[src/rtl/alu_74181_seq.sv]
// Nibble-serial sequencer driving one shared 74181 slice across a WIDTH-bit operand pair.
// Latency: accept at edge T, out_valid seen at edge T+NIBBLES+1; one op per NIBBLES+2 cycles.
// Backpressure: result held in DONE until out_ready; in_ready low from accept until return to IDLE.
module alu_74181_seq #(
  parameter  int NIBBLES = 4,
  localparam int WIDTH   = 4 * NIBBLES
) (
  input  logic             clk,
  input  logic             rst_n,
  input  logic             in_valid,
  output logic             in_ready,
  input  logic [WIDTH-1:0] op_a,
  input  logic [WIDTH-1:0] op_b,
  input  logic [3:0]       op_s,
  input  logic             op_m,
  input  logic             op_cn,
  output logic             out_valid,
  input  logic             out_ready,
  output logic [WIDTH-1:0] result,
  output logic             carry_out,
  output logic             zero,
  output logic             busy,
  output logic [3:0]       alu_a,
  output logic [3:0]       alu_b,
  output logic [3:0]       alu_s,
  output logic             alu_m,
  output logic             alu_cn,
  input  logic [3:0]       alu_f,
  input  logic             alu_cout
);

  localparam int IDX_W = (NIBBLES > 1) ? $clog2(NIBBLES) : 1;
  localparam logic [IDX_W-1:0] LAST_IDX = IDX_W'(NIBBLES - 1);

  typedef enum logic [1:0] {
    IDLE = 2'd0,
    RUN  = 2'd1,
    DONE = 2'd2
  } state_t;

  state_t             state_q, state_d;
  logic [IDX_W-1:0]   idx_q, idx_d;
  logic [WIDTH-1:0]   a_q, a_d;
  logic [WIDTH-1:0]   b_q, b_d;
  logic [3:0]         s_q, s_d;
  logic               m_q, m_d;
  logic               carry_q, carry_d;
  logic [WIDTH-1:0]   result_q, result_d;
  logic               carry_out_q, carry_out_d;
  logic               zero_q, zero_d;
  logic               in_ready_q, in_ready_d;
  logic               out_valid_q, out_valid_d;
  logic               busy_q, busy_d;

  // Next-state: latch request in IDLE, fold one ALU nibble per RUN cycle, hold result in DONE.
  always_comb begin
    state_d     = state_q;
    idx_d       = idx_q;
    a_d         = a_q;
    b_d         = b_q;
    s_d         = s_q;
    m_d         = m_q;
    carry_d     = carry_q;
    result_d    = result_q;
    carry_out_d = carry_out_q;
    zero_d      = zero_q;
    case (state_q)
      IDLE: begin
        if (in_valid && in_ready_q) begin
          a_d     = op_a;
          b_d     = op_b;
          s_d     = op_s;
          m_d     = op_m;
          carry_d = op_cn;
          idx_d   = '0;
          state_d = RUN;
        end
      end
      RUN: begin
        result_d[4*idx_q +: 4] = alu_f;
        carry_d                = alu_cout;
        idx_d                  = idx_q + 1'b1;
        if (idx_q == LAST_IDX) begin
          // Zero flag must see the nibble being written this cycle, hence result_d.
          carry_out_d = alu_cout;
          zero_d      = (result_d == '0);
          idx_d       = '0;
          state_d     = DONE;
        end
      end
      DONE: begin
        if (out_ready) begin
          state_d = IDLE;
        end
      end
      default: begin
        state_d = IDLE;
      end
    endcase
    // Handshake/status flags are registered copies of the next state.
    in_ready_d  = (state_d == IDLE);
    out_valid_d = (state_d == DONE);
    busy_d      = (state_d != IDLE);
  end

  // State register with synchronous active-low reset; reset aborts any operation in flight.
  always_ff @(posedge clk) begin
    if (!rst_n) begin
      state_q     <= IDLE;
      idx_q       <= '0;
      a_q         <= '0;
      b_q         <= '0;
      s_q         <= '0;
      m_q         <= 1'b0;
      carry_q     <= 1'b0;
      result_q    <= '0;
      carry_out_q <= 1'b0;
      zero_q      <= 1'b0;
      in_ready_q  <= 1'b1;
      out_valid_q <= 1'b0;
      busy_q      <= 1'b0;
    end else begin
      state_q     <= state_d;
      idx_q       <= idx_d;
      a_q         <= a_d;
      b_q         <= b_d;
      s_q         <= s_d;
      m_q         <= m_d;
      carry_q     <= carry_d;
      result_q    <= result_d;
      carry_out_q <= carry_out_d;
      zero_q      <= zero_d;
      in_ready_q  <= in_ready_d;
      out_valid_q <= out_valid_d;
      busy_q      <= busy_d;
    end
  end

  // ALU slice inputs: current nibble in RUN, otherwise quiet with CN high (no carry in).
  always_comb begin
    alu_a  = 4'h0;
    alu_b  = 4'h0;
    alu_s  = 4'h0;
    alu_m  = 1'b0;
    alu_cn = 1'b1;
    if (state_q == RUN) begin
      alu_a  = a_q[4*idx_q +: 4];
      alu_b  = b_q[4*idx_q +: 4];
      alu_s  = s_q;
      alu_m  = m_q;
      alu_cn = carry_q;
    end
  end

  assign in_ready  = in_ready_q;
  assign out_valid = out_valid_q;
  assign busy      = busy_q;
  assign result    = result_q;
  assign carry_out = carry_out_q;
  assign zero      = zero_q;

endmodule

[config.mk]
export PLATFORM = sky130hd
export DESIGN_NAME = alu_74181_seq
export DESIGN_NICKNAME = d
export VERILOG_FILES = /design/src/rtl/alu_74181_seq.sv
export SDC_FILE = /design/constraint.sdc
export NUM_CORES = 1
export LEC_CHECK = 0
export CORE_MARGIN = 1
export CORE_UTILIZATION = 49
export CTS_BUF_LIST = sky130_fd_sc_hd__clkbuf_4
export CTS_CLUSTER_DIAMETER = 100
export CTS_CLUSTER_SIZE = 24
export DETAILED_ROUTE_END_ITERATION = 8
export PLACE_DENSITY = 0.91
export SLEW_MARGIN = 20
export SYNTH_ARGS = -nofsm -noshare
export SYNTH_HDL_FRONTEND = slang
export SYNTH_SLANG_ARGS = --single-unit
[constraint.sdc]
create_clock -name clk -period 2.8 [get_ports clk]
set_input_delay 0.42 -clock clk [delete_from_list [all_inputs] [get_ports clk]]
set_output_delay 0.42 -clock clk [all_outputs]
set_load 0.02 [all_outputs]
; ---- After elaboration in Yosys (flattened, before gate mapping)
; Index checks and enable logic that the tools add are counted.
[op_classes]
n_bitwise = 0
n_mul = 0
n_shift = 4
n_reduce_logical = 9
n_addsub = 2
div_mod_pow = 0
n_mux = 15
n_eq_ne = 5
order_cmp = 0
[ops]
columns = operator, count
row1 = $neg 4->34, 1
row2 = $shift 4x34->16 const A, 1
row3 = $shiftx 4x34->16, 1
row4 = $shiftx 16x5->4, 2
row5 = $bwmux 16, 1
row6 = $logic_not 16->1, 1
row7 = $mux 4, 3
row8 = $mux 2, 5
row9 = $eq 2x2->1 const B, 3
row10 = $pmux 2 s3, 1
row11 = $reduce_and 2->1, 3
row12 = $logic_not 2->1, 2
row13 = $pmux 2 s2, 1
row14 = $reduce_bool 2->1, 2
row15 = $mux 1, 3
row16 = $add 2x1->2 const B, 1
row17 = $eq 2x1->1 const B, 1
row18 = $ne 2x2->1 const B, 1
row19 = $pmux 1 s2, 1
row20 = $logic_and 1x1->1, 1
[word_totals]
latch_bits = 0
memories = 0
inputBits = 47
rom_bits = 0
register_bits = 63
output_inout_bits = 35
ramBits = 0
elab_cells = 48

; ---- Longest topological paths before layout
; Gate-level depths: netlist of run 1.
[logic_depth]
word_depth = 4
ltp_mapped = 7
mapped_depth_nobuf = 6

; ---- Least setup slack after synthesis of run 1
; No wires, ideal clock.
[synth_path]
kind = reg-to-reg
from = register idx_q[0]
to = register zero_q, in the netlist zero
t_arrival_ns = 1.936
required_ns = 2.684
stages_incl_launch_ff = 8
n_path_buf = 1
setup_ns = 0.116
slack_ns = 0.748
cell_sequence = dfxtp_1 -> buf_2 -> inv_1 -> ha_1 -> or3b_1 -> nor2_1 -> o41ai_1 -> a41o_1
[synth_between]
elab_chain_len = 4
[synth_rtl]
columns = item, line_no
row1 = "start, declared", 42  ; logic [IDX_W-1:0] idx_q, idx_d;
row2 = "start signal, assigned", 124  ; idx_q <= idx_d;
row3 = $neg 4->34, 80  ; result_d[4*idx_q +: 4] = alu_f;
row4 = $shiftx 4x34->16 / $shift 4x34->16 (equally long branches), 80
row5 = $bwmux 16, 80
row6 = $logic_not 16->1, 86  ; zero_d = (result_d == '0);
row7 = "end signal, assigned", 132  ; zero_q <= zero_d;
row8 = "end, declared", 50  ; logic zero_q, zero_d;
; Parallel ways exist; a longest one is shown, timed or not.
; A chain may end at the register's enable or synchronous reset.

; ---- Worst setup path after layout of run 1
[layout_path]
from = register idx_q[0]
to = output port alu_a[1]
[layout_between]
elab_chain_len = 2
[layout_rtl]
columns = item, line_no
row1 = $shiftx 16x5->4, 147  ; alu_a = a_q[4*idx_q +: 4];
row2 = $mux 4, 146  ; if (state_q == RUN) begin
row3 = "end, declared", 23  ; output logic [3:0] alu_a,
; Every way passes these cells.

==> results of run 1 <==
## per-layer routing
layer | track usage | up-vias | routed length (um)
li1 | - | 1250 | -
met1 | 0.273 | 1177 | 2790
met2 | 0.412 | 68 | 3270
met3 | 0.0465 | 9 | 346
met4 | 0.113 | 0 | 101
met5 | 0 | - | 0
## layout by cell type, fill, tap and decap left out, drive strengths merged
| cell | instances |
|---|---|
| o211a | 1 |
| mux2i | 1 |
| clkinv | 3 |
| nor3 | 5 |
| mux4 | 8 |
| bufinv | 2 |
| o22ai | 1 |
| a31oi | 2 |
| and4 | 1 |
| nand3 | 4 |
| nand2b | 4 |
| nand2 | 81 |
| clkbuf | 11 |
| o2111ai | 1 |
| ha | 6 |
| and2 | 13 |
| and3 | 2 |
| buf | 10 |
| nand3b | 2 |
| a21boi | 42 |
| inv | 3 |
| nor2b | 19 |
| nor2 | 8 |
| o41ai | 2 |
| or3b | 1 |
| dfxtp | 63 |
| and2b | 1 |
| a41o | 1 |
| nor4 | 3 |
| clkdlybuf4s50 | 81 |
| a22oi | 16 |
| o21a | 1 |
| o311a | 1 |
| a2111oi | 1 |
| or2 | 1 |
## cell type report
type                    instances  area, um^2
repair buffers                 91         886
flip-flops and latches         63        1260
clock buffers                  11        82.6
well taps                      72        90.1
multi-input cells             229        1490
inverters                       3        11.3
clock inverters                 5        72.6
fillers                       437        1650
## cells by family after synthesis
| family | Yosys count | share of synthesized area |
|---|---|---|
| simple gates | 145 | 0.242 |
| flops | 63 | 0.444 |
| fa+ha+maj | 6 | 0.0264 |
| compound gates | 69 | 0.188 |
| buf+inv | 21 | 0.0335 |
| mux | 9 | 0.0669 |
## per-stage QoR
| stage | utilization | setup WS, ns | instances | cell area (um^2) | hold slack, ns |
|---|---|---|---|---|---|
| after CTS | 0.702 | 0.00958 | 474 | 3890 | 0.470 |
| after floorplan | - | 0.748 | 313 | 2840 | 0.439 |
| final | 0.702 | 0.144 | 474 | 3890 | 0.466 |
| after global routing | 0.702 | 0.0460 | 474 | 3890 | 0.495 |
| after global placement | 0.674 | 0.495 | 458 | 3730 | 0.447 |
| after detailed placement | 0.674 | 0.468 | 458 | 3730 | 0.455 |
## worst max-delay path by stage
stage                        start       end  slack [ns]  cells past startpoint
after floorplan           idx_q[0]      zero        0.75                      7
after detailed placement  idx_q[0]  alu_a[1]        0.47                      4
final                     idx_q[0]  alu_a[1]        0.14                      4
after global placement    idx_q[0]  alu_a[0]        0.50                      4
after CTS                 idx_q[0]  alu_a[1]        0.01                      4
after global routing      idx_q[0]  alu_b[2]        0.05                      4
## registers in the layout, summed over array words and instances (netlist names)
signal / flops
a_q: 16
b_q: 16
busy: 1
carry_out: 1
carry_q: 1
idx_q: 2
in_ready: 1
m_q: 1
out_valid: 1
result: 16
s_q: 4
state_q: 2
zero: 1
## report_power, final
| part | leakage [nW] | internal, W | switching (W) |
|---|---|---|---|
| Clock | 0.0859 | 0.000376 | 0.000311 |
| Combinational | 0.798 | 0.000177 | 0.000163 |
| Sequential | 0.514 | 0.000946 | 0.0000307 |
## worst register-to-register path, delay by kind of cell, from the launching register on
family | cells | cell delay [ns]
adders and majority gates | 1 | 0.43
DFF | 1 | 0.67
buffers and inverters | 1 | 0.17
AOI/OAI and AO/OA | 1 | 0.12
and+or+nand+nor | 3 | 0.80
==> impl_metrics.ini, run 1 <==
[routing]
drtAntennaViolNets = 0
drtPass1Iterations = 4
drt_iter0_markers = 175
viasPerCell = 5.28
routedWlPerCell_um = 13.7
dr_total_vias = 2504
post-route-drc-count = 0
wl_um = 6510

[logic_synthesis]
synth_enable_flop_cells = 0
ys_async_sr_fraction = 0
syn_avg_cell_area_um2 = 9.08
synth_common_cells = 81 x nand2_1, 63 x dfxtp_1, 42 x a21boi_0
synth_area_leaders = dfxtp_1 44%, a21boi_0 11%, nand2_1 11%
yosysTopAreaCell = dfxtp_1
syn_area_mm2 = 0.00284
synth_flop_cell = dfxtp_1
mappedNetlistNets = 366
synthCells = 313
synth_top_area_frac = 0.444
yosys_warnings = 0
ys_seq_area_frac = 0.444
synth_most_common_cell = nand2_1
ys_types = 35
ys_ff_latch = 63

[clock_network]
insertion_delay_ns = 0.40
clock_path_buffers = 2
cts_tree = yes
postCtsSetupBuffers = 0
clk_pin_slew_ns = 0.10
numCtsBuffers = 9
cts_resized = 0
clock-sinks = 63
root_buffer = clkbuf_4
h-tree-depth = 3
cts_hold_buffers = 0

[min_path]
hp-start = a_q[11]
hold_class = flop to flop
hold_depth = 2
min_to = a_q[11]

[floorplanning]
start_util = 0.513
die_w_um = 78.2
die_area_mm2 = 0.00611
io_pins = 82
fp.dieH_um = 78.2
coreArea_mm2 = 0.00554
fp-row-count = 27

[critical_path]
start_kind = flop
r2r_end = result[9]
endpoint_kind = output pin
cp_cell_sequence = buf_4, mux4_2, and2_1, clkdlybuf4s50_1
path_delay_family = buffers and inverters
required_ns = 2.38
cp_slowest_stage_delay_ns = 0.54
path_buf_inv = 2
cp_slowest_cell = clkdlybuf4s50_1
arrival_ns = 2.24
ff2ff_path_depth = 6
r2r_start = idx_q[1]
cp_max_fo = 6
rrSetupSlack_ns = 0.55
path_class = flop to output pin

[final_layout]
n_antenna_cell = 0
synthToLayoutAreaGrowth_pct = 36.9
nets = 450
drive_above_1_share = 0.0871

[sta]
timing.slew.headroom = 0.639
slew_violations = 0
setup_violations = 0
finalCriticalPeriod_ns = 2.66
fin_setup_tns_ns = 0
fmax_mhz = 377
period_share = 0.949
rsz0062_at_grt = no
fin_skew_ns = 0.00962
worst_slew_pin_slew_ns = 0.540
hold_viol_final = 0

[global_route]
grt_antenna_before_repair = 0
gr-total-overflow = 0
grt_usage = 0.235
grt_pass1_vias = 2480
grt_first_pass_wirelength_um = 11200
grt_max_degree = 33

[placed_design]
port_buffers = 81
place_hpwl_um = 4760
gp_congestion = 0.859

[job]
maxCapViolations = 0

[power_and_ir_drop]
p_leak_nw = 1.40
fin_total_pwr_w = 0.00200
vdd_drop_max_v = 0.000308
power_density_mw_per_mm2 = 515

[run_status]
status = completed
(Power assumes the default switching activity.)
==> run 2, diff against run 1 <==
CORE_MARGIN = 5   (was 1)
==> impl_metrics.ini, run 2 (same netlist as run 1, synthesis figures left out) <==
[final_layout]
final_cell_mix = 81 x nand2_1, 81 x clkdlybuf4s50_1, 62 x dfxtp_1
drive_above_1_share = 0.0852
fillCellCount = 483
nets = 449
layoutNonFillerInstCount = 471
n_antenna_cell = 0
synthToLayoutAreaGrowth_pct = 34.7

[sta]
setup_violations = 0
slew_violations = 0
fin_skew_ns = 0.0105
worst_slew_pin_slew_ns = 0.555
finalWorstSetupSlack_ns = 0.165
timing.slew.headroom = 0.630
fin_setup_tns_ns = 0
hold_viol_final = 0
finalCriticalPeriod_ns = 2.64
rsz0062_at_grt = no
fmax_mhz = 379
period_share = 0.941

[global_route]
grt_antenna_before_repair = 0
grt_first_pass_wirelength_um = 11200
grt_pass1_vias = 2434
grt_max_degree = 40
grt_usage = 0.190
gr-total-overflow = 0

[critical_path]
endpoint_kind = output pin
cp_slowest_cell = clkdlybuf4s50_1
path_delay_family = buffers and inverters
path_class = flop to output pin
start_kind = flop
cp_slowest_stage_delay_ns = 0.53
cp_max_fo = 7
path_buf_inv = 2
cp_cell_sequence = buf_4, mux4_2, and2_1, clkdlybuf4s50_1
required_ns = 2.38
arrival_ns = 2.22

[clock_network]
clk_pin_slew_ns = 0.09
cts_hold_buffers = 0
insertion_delay_ns = 0.39
root_buffer = clkbuf_4
numCtsBuffers = 9
clock_path_buffers = 2
cts_tree = yes
clock-sinks = 63
postCtsSetupBuffers = 0
h-tree-depth = 3

[routing]
drt_iter0_markers = 172
dr_total_vias = 2492
drtPass1Iterations = 4
wl_um = 6740
drtAntennaViolNets = 0
post-route-drc-count = 0
routedWlPerCell_um = 14.3
viasPerCell = 5.29

[floorplanning]
fp-row-count = 27
io_pins = 82
start_util = 0.510
die_area_mm2 = 0.00742
die_w_um = 86.2
fp.dieH_um = 86.2
coreArea_mm2 = 0.00557

[power_and_ir_drop]
fin_total_pwr_w = 0.00182
p_leak_nw = 1.37
vdd_drop_max_v = 0.000315
power_density_mw_per_mm2 = 474

[placed_design]
pre_cts_ws_ns = 0.463
place_hpwl_um = 5060
port_buffers = 81
gp_congestion = 0.828
placed_cells = 457

[run_status]
status = completed

[min_path]
hold_class = flop to flop

[job]
maxCapViolations = 0
[run 2: worst paths after layout]
path	startpoint	to	slack, ns	cells after the start
setup / recovery	idx_q[0]	alu_b[3]	0.16	4
hold / removal	s_q[0]	s_q[0]	0.46	2
setup reg to reg	idx_q[1]	result[10]	0.55	6
hold reg to reg	s_q[0]	s_q[0]	0.46	2
[run 2: worst reg2reg max path: stages (launching register included)]
cell and delay [ns]:
dfxtp_1 0.68, inv_1 0.18, ha_1 0.43, or3b_1 0.41
nor3_2 0.25, a22oi_1 0.11, nor2b_1 0.13
[run 2: cell type report]
cell class / instances / area (um^2) / area share
multi-input cells: 229 / 1490 / 0.388
well taps: 72 / 90.1 / 0.0235
flip-flops and latches: 63 / 1260 / 0.330
repair buffers: 90 / 878 / 0.229
clock buffers: 12 / 90.1 / 0.0235
clock inverters: 2 / 10.0 / 0.00262
inverters: 3 / 11.3 / 0.00294
[run 2: where the power goes]
group          internal (W)  switching (W)  leakage (nW)
combinational      0.000175       0.000164         0.793
sequential         0.000946      0.0000308         0.514
clock              0.000201       0.000298        0.0630
[run 2: stage by stage]
step           utilization  area, um^2  hold WS, ns
2_1_floorplan            -        2840        0.439
3_3_place_gp         0.668        3730        0.446
3_5_place_dp         0.668        3730        0.452
4_1_cts              0.686        3830        0.466
5_1_grt              0.687        3830        0.483
6_report             0.687        3830        0.460
[run 2: per-layer routing]
| metal | share of wire | wire length, um | vias up | global-route usage |
|---|---|---|---|---|
| li1 | - | - | 1249 | - |
| met5 | 0 | 0 | - | 0 |
| met1 | 0.44 | 2960 | 1157 | 0.236 |
| met4 | 0.018 | 119 | 0 | 0.0820 |
| met3 | 0.060 | 403 | 10 | 0.0432 |
| met2 | 0.48 | 3260 | 76 | 0.315 |
[run 2: repair_timing]
item                                   4_1_cts  5_1_grt
setup endpoints to repair                    0        5
endpoints found under the hold margin        0        0
gates resized for setup                      0        1
==> run 3, diff against run 2 <==
CORE_ASPECT_RATIO = 0.8   (was default)
==> impl_metrics.ini, run 3 (same netlist as run 1, synthesis figures left out) <==
[critical_path]
endpoint_kind = output pin
cp_slowest_cell = dfxtp_1
cp_cell_sequence = mux4_2, and2_1, clkdlybuf4s50_1
start_kind = flop
required_ns = 2.38
cp-startpoint = idx_q[1]
cp_slowest_stage_delay_ns = 0.70
arrival_ns = 2.20
cp_max_fo = 13
r2r_start = idx_q[1]
path_class = flop to output pin

[clock_network]
numCtsBuffers = 9
cts_tree = yes
clk_pin_slew_ns = 0.09
h-tree-depth = 3
insertion_delay_ns = 0.39
clock_path_buffers = 2
root_buffer = clkbuf_4
clock-sinks = 63
postCtsSetupBuffers = 0

[global_route]
grt_max_degree = 41
grt_pass1_vias = 2425
grt_antenna_before_repair = 0
gr-total-overflow = 0
grt_first_pass_wirelength_um = 11600
grt_usage = 0.198

[sta]
rsz0062_at_grt = no
period_share = 0.935
finalCriticalPeriod_ns = 2.62
hold_viol_final = 0
fin_setup_tns_ns = 0
holdWs_ns = 0.458
worst_slew_pin_slew_ns = 0.579
setup_violations = 0
timing.slew.headroom = 0.614
slew_violations = 0
fmax_mhz = 382
fin_skew_ns = 0.0151

[floorplanning]
coreArea_mm2 = 0.00553
io_pins = 82
start_util = 0.514
fp.dieH_um = 78.1
die_area_mm2 = 0.00743
fp-row-count = 24
die_w_um = 95.1

[placed_design]
place_hpwl_um = 5150
port_buffers = 81
placed_cells = 462
gp_congestion = 0.922

[final_layout]
nets = 448
final_cell_mix = 81 x nand2_1, 81 x clkdlybuf4s50_1, 62 x dfxtp_1
synthToLayoutAreaGrowth_pct = 35.4
layoutNonFillerInstCount = 477
n_antenna_cell = 0
drive_above_1_share = 0.0827
fin_util = 0.697

[power_and_ir_drop]
vdd_drop_max_v = 0.000301
p_comb_frac = 0.180
power.share.clock = 0.297
power_density_mw_per_mm2 = 487
p_int_w = 0.00138
p_leak_nw = 1.37
netSwitchingFraction = 0.265
power_frac_seq = 0.523
p_switching_w = 0.000496

[routing]
drt_iter0_markers = 167
wl_um = 6900
routedWlPerCell_um = 14.5
drtAntennaViolNets = 0
drtPass1Iterations = 4
dr_total_vias = 2495
viasPerCell = 5.23
post-route-drc-count = 0

[run_status]
status = completed

[min_path]
hold_class = flop to flop
hp-start = s_q[2]

[job]
maxCapViolations = 0
[run 3: metrics by stage]
stage	setup slack (ns)	area [um^2]	total power (W)
after floorplan	0.748	2840	0.00119
after global placement	0.369	3730	0.00133
after detailed placement	0.377	3730	0.00134
after CTS	0.114	3850	0.00190
after global routing	0.0329	3850	0.00198
final	0.182	3850	0.00187
[run 3: metal layers]
metal / routed length [um] / global-route usage
met5: 0 / 0
met2: 3350 / 0.318
met4: 42 / 0.0476
met3: 521 / 0.0803
met1: 2990 / 0.248
[run 3: power by group through the flow]
stage	logic [W]	clock network [W]	registers [W]
after floorplan	0.000191	0	0.000996
after global placement	0.000330	0	0.000999
after detailed placement	0.000337	0	0.00100
after CTS	0.000338	0.000579	0.000982
after global routing	0.000370	0.000620	0.000988
final	0.000337	0.000556	0.000980
[run 3: final cells by class]
cell class                 count  area (um^2)
tap                           78         97.6
clock inverter                 6         52.6
multi-input combinational    229         1490
sequential                    63         1260
timing repair buffer          89          871
inverter                       3         11.3
clock buffer                   9         67.6
fill                         447         1680
[run 3: worst paths after layout]
check	to	slack, ns	cells after the start
setup / recovery	alu_a[0]	0.18	3
hold / removal	s_q[2]	0.46	2
setup reg to reg	result[9]	0.56	6
hold reg to reg	s_q[2]	0.46	2
[run 3: what timing repair did]
action	4_1_cts	5_1_grt
hold buffers	0	0
resized for setup	1	1
endpoints found under the setup margin	8	2
pin swaps	0	0
[run 3: critical path, delay by kind of cell (launching register included)]
| kind | cells | cell delay (ns) |
|---|---|---|
| simple gates | 1 | 0.18 |
| mux | 1 | 0.40 |
| flops | 1 | 0.70 |
| buf+inv | 1 | 0.54 |
